[src/rtl/ctrl_pkg.sv]
// ---------------------------------------------------------------------------
// ctrl_pkg
// Shared types and constants for the select/reset controller.
//   state_t  : FSM state encoding (IDLE, SWITCH, GRANT)
//   MODE_FP  : fixed-priority arbitration, channel 0 highest
//   MODE_RR  : round-robin arbitration, scanning after the current select
// ---------------------------------------------------------------------------
package ctrl_pkg;

  typedef enum logic [1:0] {
    IDLE   = 2'd0,
    SWITCH = 2'd1,
    GRANT  = 2'd2
  } state_t;

  localparam int MODE_FP = 0;
  localparam int MODE_RR = 1;

endpackage

[src/rtl/ctrl_prio_pick.sv]
// ---------------------------------------------------------------------------
// ctrl_prio_pick
// Combinational rotating-priority picker.
// Ports:
//   req    in   N   request lines
//   base   in   SW  current select; round-robin scanning starts at base+1
//   mode   in   1   0 = fixed priority (index 0 highest), 1 = round-robin
//   winner out  SW  index of the winning request (0 when none)
//   found  out  1   at least one request is set
// ---------------------------------------------------------------------------
module ctrl_prio_pick #(
  parameter int N  = 4,
  parameter int SW = $clog2(N)
) (
  input  logic [N-1:0]  req,
  input  logic [SW-1:0] base,
  input  logic          mode,
  output logic [SW-1:0] winner,
  output logic          found
);

  // Offsets are scanned from farthest to nearest so the nearest set request
  // is the last one written and therefore wins, avoiding an early exit.
  // Indices stay below 2N, so a single conditional subtract replaces modulo.
  always_comb begin
    int start_idx;
    int idx;
    winner    = '0;
    found     = 1'b0;
    start_idx = mode ? int'(base) + 1 : 0;
    if (start_idx >= N) start_idx = start_idx - N;
    for (int off = N - 1; off >= 0; off--) begin
      idx = start_idx + off;
      if (idx >= N) idx = idx - N;
      if (req[idx[SW-1:0]]) begin
        winner = SW'(idx);
        found  = 1'b1;
      end
    end
  end

endmodule

[src/rtl/ctrl_sel_fsm.sv]
// ---------------------------------------------------------------------------
// ctrl_sel_fsm
// Registered select/reset controller. Arbitrates N request lines into a
// binary select code with a minimum hold time and a one-cycle clear pulse
// ahead of every new grant.
// Ports:
//   clk        in   1   rising-edge clock
//   rst_n      in   1   asynchronous active-low reset
//   req        in   N   level-sensitive request lines
//   sel        out  SW  registered select of the granted channel
//   sel_valid  out  1   sel is granted and stable
//   clr        out  1   one-cycle pulse before each new grant becomes valid
//   idle       out  1   no grant in progress
// ---------------------------------------------------------------------------
module ctrl_sel_fsm
  import ctrl_pkg::*;
#(
  parameter int N    = 4,
  parameter int SW   = $clog2(N),
  parameter int HOLD = 4,
  parameter int MODE = MODE_FP
) (
  input  logic          clk,
  input  logic          rst_n,
  input  logic [N-1:0]  req,
  output logic [SW-1:0] sel,
  output logic          sel_valid,
  output logic          clr,
  output logic          idle
);

  localparam int            HW       = $clog2(HOLD + 1);
  localparam logic [HW-1:0] HOLD_MAX = HW'(HOLD - 1);
  localparam logic          RR_EN    = (MODE == MODE_RR);

  state_t        state_q, state_d;
  logic [HW-1:0] hold_cnt, hold_d;
  logic [SW-1:0] sel_d;
  logic          sel_valid_d, clr_d, idle_d;
  logic [SW-1:0] winner;
  logic          found;

  // The picker always scans relative to the registered select, so the
  // round-robin pointer is simply the last granted channel.
  ctrl_prio_pick #(
    .N  (N),
    .SW (SW)
  ) u_pick (
    .req    (req),
    .base   (sel),
    .mode   (RR_EN),
    .winner (winner),
    .found  (found)
  );

  // Next-state and next-output logic. Every output is registered, so the
  // values computed here are what the outputs show after the next edge.
  always_comb begin
    state_d     = state_q;
    sel_d       = sel;
    sel_valid_d = sel_valid;
    clr_d       = 1'b0;
    hold_d      = hold_cnt;
    case (state_q)
      IDLE: begin
        sel_valid_d = 1'b0;
        if (found) begin
          sel_d   = winner;
          clr_d   = 1'b1;
          state_d = SWITCH;
        end
      end
      SWITCH: begin
        state_d     = GRANT;
        sel_valid_d = 1'b1;
        hold_d      = '0;
      end
      GRANT: begin
        if (hold_cnt != HOLD_MAX) hold_d = hold_cnt + HW'(1);
        // Early release overrides the hold counter; otherwise the grant is
        // re-arbitrated once it has shown HOLD valid cycles.
        if (!req[sel] || (hold_cnt == HOLD_MAX)) begin
          if (!found) begin
            state_d     = IDLE;
            sel_valid_d = 1'b0;
          end else if (winner == sel) begin
            hold_d = '0;
          end else begin
            sel_d       = winner;
            sel_valid_d = 1'b0;
            clr_d       = 1'b1;
            state_d     = SWITCH;
          end
        end
      end
      default: begin
        state_d     = IDLE;
        sel_valid_d = 1'b0;
      end
    endcase
    idle_d = (state_d == IDLE);
  end

  // State and output registers; reset takes effect immediately.
  always_ff @(posedge clk or negedge rst_n) begin
    if (!rst_n) begin
      state_q   <= IDLE;
      sel       <= '0;
      sel_valid <= 1'b0;
      clr       <= 1'b0;
      idle      <= 1'b1;
      hold_cnt  <= '0;
    end else begin
      state_q   <= state_d;
      sel       <= sel_d;
      sel_valid <= sel_valid_d;
      clr       <= clr_d;
      idle      <= idle_d;
      hold_cnt  <= hold_d;
    end
  end

endmodule

[config.mk]
export PLATFORM = sky130hd
export DESIGN_NAME = ctrl_sel_fsm
export DESIGN_NICKNAME = d
export VERILOG_FILES = /design/src/rtl/ctrl_pkg.sv /design/src/rtl/ctrl_prio_pick.sv /design/src/rtl/ctrl_sel_fsm.sv
export SDC_FILE = /design/constraint.sdc
export NUM_CORES = 1
export LEC_CHECK = 0
export CAP_MARGIN = 10
export CORE_AREA = 2 2 47 49
export DETAILED_ROUTE_END_ITERATION = 7
export DIE_AREA = 0 0 49 51
export DONT_BUFFER_PORTS = 1
export GPL_ROUTABILITY_DRIVEN = 0
export PLACE_DENSITY = 0.54
export SLEW_MARGIN = 20
export SYNTH_ARGS = -nofsm -noshare
export SYNTH_HDL_FRONTEND = slang
export SYNTH_HIERARCHICAL = 1
export SYNTH_SLANG_ARGS = --single-unit
[constraint.sdc]
create_clock -name clk -period 2.85 [get_ports clk]
set_clock_uncertainty 0.15 [all_clocks]
set_input_delay 0.57 -clock clk [delete_from_list [all_inputs] [get_ports clk]]
set_output_delay 0.57 -clock clk [all_outputs]
set_load 0.05 [all_outputs]
==> results.txt <==
The site row count is 17. The synthesized design spends more area on one cell type than any other, namely sky130_fd_sc_hd__dfrtp_1. The total number of nets in the final design came out at 105.

The cell leakage power is 0.4093 nW. The floorplan step set the die height to 51 um. The share of synthesized area in the top cell type comes to 0.2941. The proportion of power drawn by combinational gates came out at 0.544. Together, buffers and inverters on the worst path number 1. The repair_antennas step left the layout with diodes totalling 0. The startpoint type of the worst setup path is a flop. The post-detailed-route DRC marker count came out at 0. The time the final worst path needs with I/O delays and setup came out at 2.197 ns. The commonest cells after synthesis are 9 x sky130_fd_sc_hd__dfrtp_1, 7 x sky130_fd_sc_hd__nand2_1, 6 x sky130_fd_sc_hd__inv_1, 6 x sky130_fd_sc_hd__nor2_1, 5 x sky130_fd_sc_hd__ha_1. The post-synthesis async set-or-reset flop share is 1.000. On the critical path, the stage with the largest delay is an instance of sky130_fd_sc_hd__dfrtp_1. The initial antenna violation count is 0. The overflow left after global routing came out at 0. The root buffer cell is sky130_fd_sc_hd__clkbuf_4.

The worst slack on hold paths came out at 0.3464 ns. The flow ran to the end, and the final reports show no timing, DRC or antenna violations. The sequential cell fraction of total power is 0.352.

The count of filler cells inserted in the layout is 215. In this run the worst hold path is classified as flop to flop. The maximum clock insertion buffer count came out at 2. The count of input and output buffers is 0. The number of H-tree levels is 1.

Dividing total power by cell area gives a power density of 1130 mW/mm^2. The via count of the first global-routing pass was 616. The number of buffers inserted to repair setup after CTS is 0. The portion of total power attributed to the clock network is 0.104.

In the routed layout, each cell is associated on average with a via count of 5.050. The net switching fraction of the power came out at 0.4968. The post-detailed-route count of antenna-violating nets came out at 0.

The ratio of cells with drive above 1 in the final layout came out at 0.1613. The clock reaches the later pin of the worst-skew pair after 0.27 ns. The sequential cell area fraction in the yosys report came out at 0.3284. Grouping stages by cell kind, the critical path spends the most delay in compound AO/OA/AOI/OAI gates. At the worst endpoint, the arrival time is 2.25 ns. In the final timing run, aggregate negative setup slack is 0 ns.

At the worst endpoint, the required time is 2.90 ns. The internal power contribution came out at 0.4951 mW. The die outline width is 49 um. The CTS tree is done.

The portion of the clock cycle consumed by the worst path in the final layout came out at 0.7710. The total clock buffers created by CTS came out at 3. The placeable core region came out at 0.002063 mm^2. The first-pass iteration count of the detailed router came out at 2. The post-detailed-placement half-perimeter wirelength came out at 1113 um. The routed wire length came out at 1459 um.

The I/O pin count is 11. The all-layer global routing usage is 0.1420. The endpoint type of the worst setup path is a flop.

The pin count of the biggest net entering global routing is 11. The most instantiated library cell after synthesis is sky130_fd_sc_hd__dfrtp_1. The initial utilization of the core area, before any placement, comes to 0.3711. The highest ir drop seen on vdd is 0.5500 mV. The reg-to-reg setup timing slack is 0.65 ns. Across all layers, the routed design uses 611 vias.

The number of enable-type register cells in the synthesized netlist came out at 0. The die footprint came out at 0.002499 mm^2. Among all flip-flop cells after synthesis, the most frequent one is sky130_fd_sc_hd__dfrtp_1. The post-synthesis sequential element count is 10. For this run, the number of Yosys warnings is 6.

The count of unique library cells instantiated by Yosys came out at 38. The largest fanout on the critical path came out at 9. Max-cap violations in this run came to 0.

The synthesized area per cell came out at 9.454 um^2. The clock net in this run drives a total of 10 sinks. The CTS clock-pin slew for the worst setup and hold paths came out at 0.07 ns.

Traced cell by cell, the critical path runs through buf_4, mux2i_1, nor3_2, or2_1, a221oi_1, a21o_1. The analysis attributes to net switching a power of 0.4889 mW. The worst setup path is of the flop to flop kind.

The hold violation count in the final report is 0. Setup repair after global routing left no endpoint under its margin. The layout-stage area growth over the synthesis result came out at 13.73%. In the final routed layout, each cell accounts on average for 12.06 um. The delay contributed by the slowest stage of the critical path came out at 0.52 ns. The number of gates resized after CTS came out at 0. After clock tree synthesis, the flow added hold-fix buffers numbering 1. Synthesis handed over a netlist of 81 instances.

The global-route wire length before repair came out at 2635 um. The final count of pins violating max slew was 0. In the post-synthesis netlist, the biggest area contributors are sky130_fd_sc_hd__dfrtp_1 29%, sky130_fd_sc_hd__ha_1 8.2%, sky130_fd_sc_hd__mux2_1 4.4%.

The number of design-rule violations left by the first detailed-router iteration is 2. The count of endpoints failing setup in the final report is 0. Timing would allow up to 455.1 MHz. The mapped netlist covers 765.7 um^2.
-- final cells by class --
type | instances | area, um^2 | area share
clock buffers | 4 | 26.28 | 0.03017
inverters | 7 | 26.28 | 0.03017
multi-input cells | 69 | 506.7 | 0.5819
flip-flops and latches | 10 | 251.5 | 0.2888
well taps | 28 | 35.03 | 0.04023
repair buffers | 3 | 25.02 | 0.02874
-- power groups by stage --
stage               clock network [mW]  logic [mW]  registers, mW
global route                     0.117       0.605          0.356
floorplan                            0       0.389          0.389
detailed placement                   0       0.529          0.350
finish                           0.102       0.536          0.346
CTS                              0.109       0.537          0.347
global placement                     0       0.527          0.351
-- kinds of logic after synthesis --
group           Yosys count  synth area share
compound gates           20            0.2157
xor+xnor                  3           0.03432
fa+ha+maj                 5           0.08170
buf+inv                   7           0.03431
flops                    10            0.3284
mux                       6           0.08333
other cells               1          0.004897
simple gates             29            0.2173
-- state kept, by name, indices dropped and copies added, names as in the netlist --
register	count
state_q	2
sel	2
hold_cnt	3
sel_valid	1
clr	1
idle	1
-- stage by stage --
stage	cell area [um^2]	setup slack [ns]	utilization	total power [mW]	std cells
final	870.8	0.6528	0.4221	0.9841	121
after floorplan	784.5	0.4272	-	0.7775	86
after CTS	870.8	0.6455	0.4221	0.9925	121
after global routing	870.8	0.5080	0.4221	1.078	121
after global placement	834.6	0.4354	0.4045	0.8780	116
after detailed placement	834.6	0.3948	0.4045	0.8787	116
-- cell usage in the layout, fill, tap and decap left out, types with 2 or more instances in the layout --
master | synthesis | final
sky130_fd_sc_hd__inv_1 | 6 | 6
sky130_fd_sc_hd__clkbuf_4 | 0 | 3
sky130_fd_sc_hd__mux2_1 | 3 | 3
sky130_fd_sc_hd__o21ai_0 | 4 | 4
sky130_fd_sc_hd__nor3_2 | 2 | 2
sky130_fd_sc_hd__mux2i_1 | 3 | 3
sky130_fd_sc_hd__dfrtp_1 | 9 | 9
sky130_fd_sc_hd__nand2_1 | 7 | 7
sky130_fd_sc_hd__ha_1 | 5 | 5
sky130_fd_sc_hd__nor2_1 | 6 | 6
sky130_fd_sc_hd__conb_1 | 1 | 6
sky130_fd_sc_hd__a21o_1 | 2 | 2
sky130_fd_sc_hd__o21a_1 | 2 | 2
sky130_fd_sc_hd__nand3_1 | 2 | 2
sky130_fd_sc_hd__nand2b_1 | 2 | 2
sky130_fd_sc_hd__xnor2_1 | 2 | 2
sky130_fd_sc_hd__nor2b_1 | 2 | 2
sky130_fd_sc_hd__a21oi_1 | 2 | 2
sky130_fd_sc_hd__buf_4 | 0 | 2
-- worst min-delay path: cells and delay by family (launching register included) --
family	cells	cell delay [ns]
DFF	1	0.38
and+or+nand+nor	2	0.09
-- layer usage --
metal  share of wire  vias to the layer above  global-route usage
li1                -                      306                   -
met1            0.47                      294              0.1651
met2            0.48                        6              0.2283
met3           0.022                        5             0.03216
met4           0.028                        0              0.1095
met5               0                        -                   0
-- final timing paths --
kind / start / to / depth (start not counted)
worst min register to register: hold_cnt[2]$_DFFE_PN0P_ / hold_cnt[2]$_DFFE_PN0P_ / 2
max in group asynchronous: rst_n / idle$_DFF_PN1_ / 1
worst max register to register: sel[1]$_DFFE_PN0P_ / idle$_DFF_PN1_ / 6
worst min-delay path: hold_cnt[2]$_DFFE_PN0P_ / hold_cnt[2]$_DFFE_PN0P_ / 2
worst max-delay path: sel[1]$_DFFE_PN0P_ / idle$_DFF_PN1_ / 6
min in group asynchronous: rst_n / hold_cnt[1]$_DFFE_PN0P_ / 1
Note: power is estimated with default switching activity, not from simulation.
